[config.mk]
export PLATFORM = sky130hd
export DESIGN_NAME = pipe_hazard_ctrl
export DESIGN_NICKNAME = d
export VERILOG_FILES = /design/src/rtl/pipe_hazard_ctrl.sv
export SDC_FILE = /design/constraint.sdc
export NUM_CORES = 1
export LEC_CHECK = 0
export BUFFER_PORTS_ARGS = -buffer_cell sky130_fd_sc_hd__buf_2
export CORE_MARGIN = 3
export CORE_UTILIZATION = 30
export DETAILED_ROUTE_END_ITERATION = 10
export PLACE_DENSITY = 0.58
export SETUP_SLACK_MARGIN = 0.05
export SLEW_MARGIN = 15
export SYNTH_ARGS = -nofsm -noshare
export SYNTH_HDL_FRONTEND = slang
export SYNTH_SLANG_ARGS = --single-unit
export TNS_END_PERCENT = 50
[constraint.sdc]
create_clock -name clk -period 3.3 [get_ports clk]
set_input_delay 0.495 -clock clk [delete_from_list [all_inputs] [get_ports clk]]
set_output_delay 0.495 -clock clk [all_outputs]
set_load 0.005 [all_outputs]
[src/rtl/pipe_hazard_ctrl.sv]
// pipe_hazard_ctrl: freeze/flush sequencing for PC, IF/ID and ID/EXE with stall/flush statistics and memory-timeout flag
module pipe_hazard_ctrl #(
  parameter bit FWD_EN      = 1'b1,
  parameter int MEM_TIMEOUT = 255,
  parameter int CNT_W       = 16
) (
  input  logic             clk,
  input  logic             rst,
  input  logic             id_valid,
  input  logic [3:0]       id_src1,
  input  logic [3:0]       id_src2,
  input  logic             id_use_src1,
  input  logic             id_use_src2,
  input  logic             exe_wb_en,
  input  logic             exe_mem_r_en,
  input  logic [3:0]       exe_dest,
  input  logic             mem_wb_en,
  input  logic [3:0]       mem_dest,
  input  logic             exe_branch_taken,
  input  logic             mem_req,
  input  logic             mem_ready,
  output logic             freeze_pc,
  output logic             freeze_ifid,
  output logic             flush_ifid,
  output logic             flush_idexe,
  output logic             stall_all,
  output logic [1:0]       state,
  output logic [CNT_W-1:0] stall_cnt,
  output logic [CNT_W-1:0] flush_cnt,
  output logic             mem_timeout_err
);
  typedef enum logic [1:0] {RUN = 2'b00, MEM_WAIT = 2'b01, BR_SHADOW = 2'b10, ILLEGAL = 2'b11} state_e;
  localparam logic [11:0] TMO = 12'(MEM_TIMEOUT);
  state_e state_q, state_d;
  logic [11:0] wait_q, wait_d;
  logic [CNT_W-1:0] stall_cnt_q, stall_cnt_d, flush_cnt_q, flush_cnt_d;
  logic err_q, err_d;
  logic hit1, hit2, hazard, mwait, stall, br, bubble;
  assign hit1 = FWD_EN ? (exe_wb_en & exe_mem_r_en & (exe_dest == id_src1))
                       : ((exe_wb_en & (exe_dest == id_src1)) | (mem_wb_en & (mem_dest == id_src1)));
  assign hit2 = FWD_EN ? (exe_wb_en & exe_mem_r_en & (exe_dest == id_src2))
                       : ((exe_wb_en & (exe_dest == id_src2)) | (mem_wb_en & (mem_dest == id_src2)));
  assign hazard = id_valid & ((id_use_src1 & hit1) | (id_use_src2 & hit2));
  assign mwait  = mem_req & ~mem_ready;
  // EXE holds a bubble in BR_SHADOW, and MEM_WAIT ignores branch/hazard until it exits
  always_comb begin
    stall       = mwait & (state_q != ILLEGAL);
    br          = ~mwait & exe_branch_taken & (state_q == RUN);
    bubble      = ~mwait & ~br & hazard & ((state_q == RUN) | (state_q == BR_SHADOW));
    state_d     = stall ? MEM_WAIT : br ? BR_SHADOW : RUN;
    stall_cnt_d = ((stall | bubble) && stall_cnt_q != '1) ? stall_cnt_q + 1'b1 : stall_cnt_q;
    flush_cnt_d = (br && flush_cnt_q != '1) ? flush_cnt_q + 1'b1 : flush_cnt_q;
    wait_d      = !stall ? 12'd0 : (wait_q == TMO) ? wait_q : wait_q + 12'd1;
    err_d       = err_q | (wait_d == TMO);
  end
  always_ff @(posedge clk or negedge rst) begin
    if (!rst) begin
      state_q     <= RUN;
      wait_q      <= '0;
      stall_cnt_q <= '0;
      flush_cnt_q <= '0;
      err_q       <= 1'b0;
    end else begin
      state_q     <= state_d;
      wait_q      <= wait_d;
      stall_cnt_q <= stall_cnt_d;
      flush_cnt_q <= flush_cnt_d;
      err_q       <= err_d;
    end
  end
  assign stall_all       = rst & stall;
  assign freeze_pc       = rst & (stall | bubble);
  assign freeze_ifid     = rst & (stall | bubble);
  assign flush_ifid      = rst & br;
  assign flush_idexe     = rst & (br | bubble);
  assign state           = state_q;
  assign stall_cnt       = stall_cnt_q;
  assign flush_cnt       = flush_cnt_q;
  assign mem_timeout_err = err_q;
endmodule

==> results.sh <==
export IMPL_status="complete, no violations"
export IMPL_cts_buffer_depth=2
export IMPL_rsz0062_at_grt="false"
export IMPL_final_nets=350
export IMPL_rrSetupSlack_ps=840
export IMPL_reg2reg_depth=7
export IMPL_drive_gt1_share_pct=26.48
export IMPL_die_w_um=97.99
export IMPL_drv_cap=0
export IMPL_clk_pin_slew_worst_paths_ps=90
export IMPL_htree_levels=2
export IMPL_synth_seq_cells=47
export IMPL_synth_most_common_cell="dfrtp_1"
export IMPL_drt_iter0_markers=69
export IMPL_drtPass1Iterations=4
export IMPL_syn_to_final_growth_pct=20.90
export IMPL_leakagePower_nw=1.496
export IMPL_synth_common_cells="47 x dfrtp_1, 30 x nand2_1, 20 x xor2_1"
export IMPL_critPathKind="flip-flop to primary output"
export IMPL_hold_viol_final=0
export IMPL_ios=67
export IMPL_routed_via_density=4.896
export IMPL_antenna_found_initial=0
export IMPL_drc=0
export IMPL_diodes=0
export IMPL_die_h_um=97.99
export IMPL_critPathRequiredTime_ps=2800
export IMPL_tns_ps=0
export IMPL_total_power_w=0.001508
export IMPL_period_share_pct=83.04
export IMPL_tritoncts="yes"
export IMPL_start_kind="flip-flop"
export IMPL_fmax_mhz=364.9
export IMPL_fin_ws_ps=559.7
export IMPL_synth_edf_count=0
export IMPL_slew_headroom_pct=48.57
export IMPL_ys_seq_area_share_pct=46.33
export IMPL_die_area_um2=9602
export IMPL_clk_latency_ps=300
export IMPL_ant_nets=0
export IMPL_grt_max_degree=30
export IMPL_critPathArrivalTime_ps=2250
export IMPL_grt_overflow=0
export IMPL_dpl_cell_area_um2=2937
export IMPL_netlist_top_cells_area="dfrtp_1 46%, xor2_1 6.9%, xnor2_1 5.9%"
export IMPL_wl_per_cell_um=13.17
export IMPL_port_buffers=61
export IMPL_grtUsageTotal_pct=12.04
export IMPL_netlist_area_um2=2539
export IMPL_synth_flop_cell="dfrtp_1"
export IMPL_synth_top_cell_by_area="dfrtp_1"
export IMPL_avgSynthCellArea_um2=9.917
export IMPL_cts_resized=0
export IMPL_cts_root_buf="clkbuf_8"
export IMPL_cts_buffers=5
export IMPL_design_area_um2=3069
export IMPL_p_per_area_nw_per_um2=491.3
export IMPL_post_place_ws_ps=713.6
export IMPL_grt_pass1_vias=1997
export IMPL_dp_cells=415
export IMPL_wirelength_um=5572
export IMPL_vias=2071
export IMPL_end_kind="primary output"
export IMPL_gp_congestion=0.7723
export IMPL_grt_pass1_wl_um=9694
export IMPL_post_cts_buffers=0
export IMPL_min_path_type="primary input to asynchronous set/reset pin"
export IMPL_synth_cell_types=48
export IMPL_cts_hold_buf=0
export IMPL_crit_reg2reg_launch="state[0]$_DFF_PN0_"
export IMPL_fin_skew_ps=9.038
export IMPL_row_count=32
export IMPL_drv_slew=0
export IMPL_async_reset_ff_share_pct=100.0
export IMPL_setup_viol=0
export IMPL_worstReg2RegEnd="stall_cnt[1]$_DFFE_PN0P_"
export IMPL_final_cell_count_no_fill=423
export IMPL_fill_cells=797
export IMPL_clock_sinks=47
export IMPL_start_util_pct=31.86
export IMPL_coreArea_um2=7968
export IMPL_synth_warnings=0
export IMPL_syn_nets=286
export IMPL_yosys_area_top_type_share_pct=46.33
export IMPL_period_minus_slack_ps=2740
export IMPL_tightestPinTransition_ps=760.7
export IMPL_crit_fanout=8
export IMPL_peakVddDrop_v=0.0002151
export IMPL_netlist_instances=256
export IMPL_hpwl_um=4231
## worst max-delay path by stage
stage | from | to | slack, ps | depth (start not counted)
after floorplan | id_valid | freeze_pc | 810 | 8
after global placement | exe_dest[1] | stall_cnt[1]$_DFFE_PN0P_ | 750 | 8
after detailed placement | exe_dest[1] | stall_cnt[1]$_DFFE_PN0P_ | 710 | 8
after CTS | state[0]$_DFF_PN0_ | freeze_ifid | 530 | 6
after global routing | state[0]$_DFF_PN0_ | freeze_ifid | 420 | 6
final | state[0]$_DFF_PN0_ | freeze_ifid | 560 | 6
## cells by family after synthesis
kind of cell,Yosys count,share of synthesized area [%]
AO/OA/AOI/OAI,25,6.850
XOR/XNOR,37,12.76
adder cells (fa/ha/maj),3,1.479
buffers and inverters,17,3.598
flip-flops,47,46.33
multiplexers,4,1.725
AND/OR/NAND/NOR,123,27.26
## power by group
part | internal [W] | switching, W
registers | 0.000643 | 0.0000925
logic | 0.000134 | 0.000143
clock network | 0.000303 | 0.000193
## cell type report
cell class / count / area (µm²) / area share (%)
clock buffer: 6 / 72.57 / 2.364
clock inverter: 2 / 60.06 / 1.957
multi-input combinational: 192 / 1271 / 41.42
inverter: 11 / 41.29 / 1.345
sequential: 47 / 1176 / 38.32
timing repair buffer: 63 / 320.3 / 10.44
tap: 102 / 127.6 / 4.158
## routing by layer
metal | part of all wire (%) | GRT usage [%] | vias to the layer above
met4 | 2.0 | 4.260 | 0
met1 | 49 | 16.82 | 990
met2 | 45 | 18.64 | 49
met3 | 3.8 | 2.286 | 8
li1 | - | - | 1024
met5 | 0 | 0 | -
## flip-flops by register name, indices dropped and copies added (netlist names)
register,cells
flush_cnt,16
stall_cnt,16
wait_q,12
state,2
mem_timeout_err,1
## layout by cell type, fill, tap and decap left out, types with 2 or more instances in the layout
cell,n
and4_1,2
nand3_1,17
nor4_4,2
nor3_1,13
or2b_2,2
a31oi_1,4
ha_1,3
nor2_1,18
mux2_2,3
o21ai_0,7
o21a_1,2
a21oi_1,3
a311oi_1,2
inv_1,11
xor2_1,20
clkbuf_8,5
and3_1,5
dfrtp_1,47
nand4_1,8
nor4_1,4
or3_1,3
buf_4,2
nand2_1,30
and4b_1,2
bufinv_16,2
xnor2_1,17
buf_2,61
or4_1,2
and2b_2,2
and2_1,3
## metrics by stage
step | hold slack, ps | utilization [%]
floorplan | 199.4 | -
global placement | 474.8 | 36.86
detailed placement | 474.5 | 36.86
CTS | 172.6 | 38.52
global route | 202.2 | 38.52
finish | 160.1 | 38.52
## critical path: stages (launching register included)
cell and delay, ps:
dfrtp_1 420, and4b_1 260, nand3_1 120, or4_1 530
o211a_1 250, and2b_2 260, buf_2 110
Power figures use the tool's default switching activity.
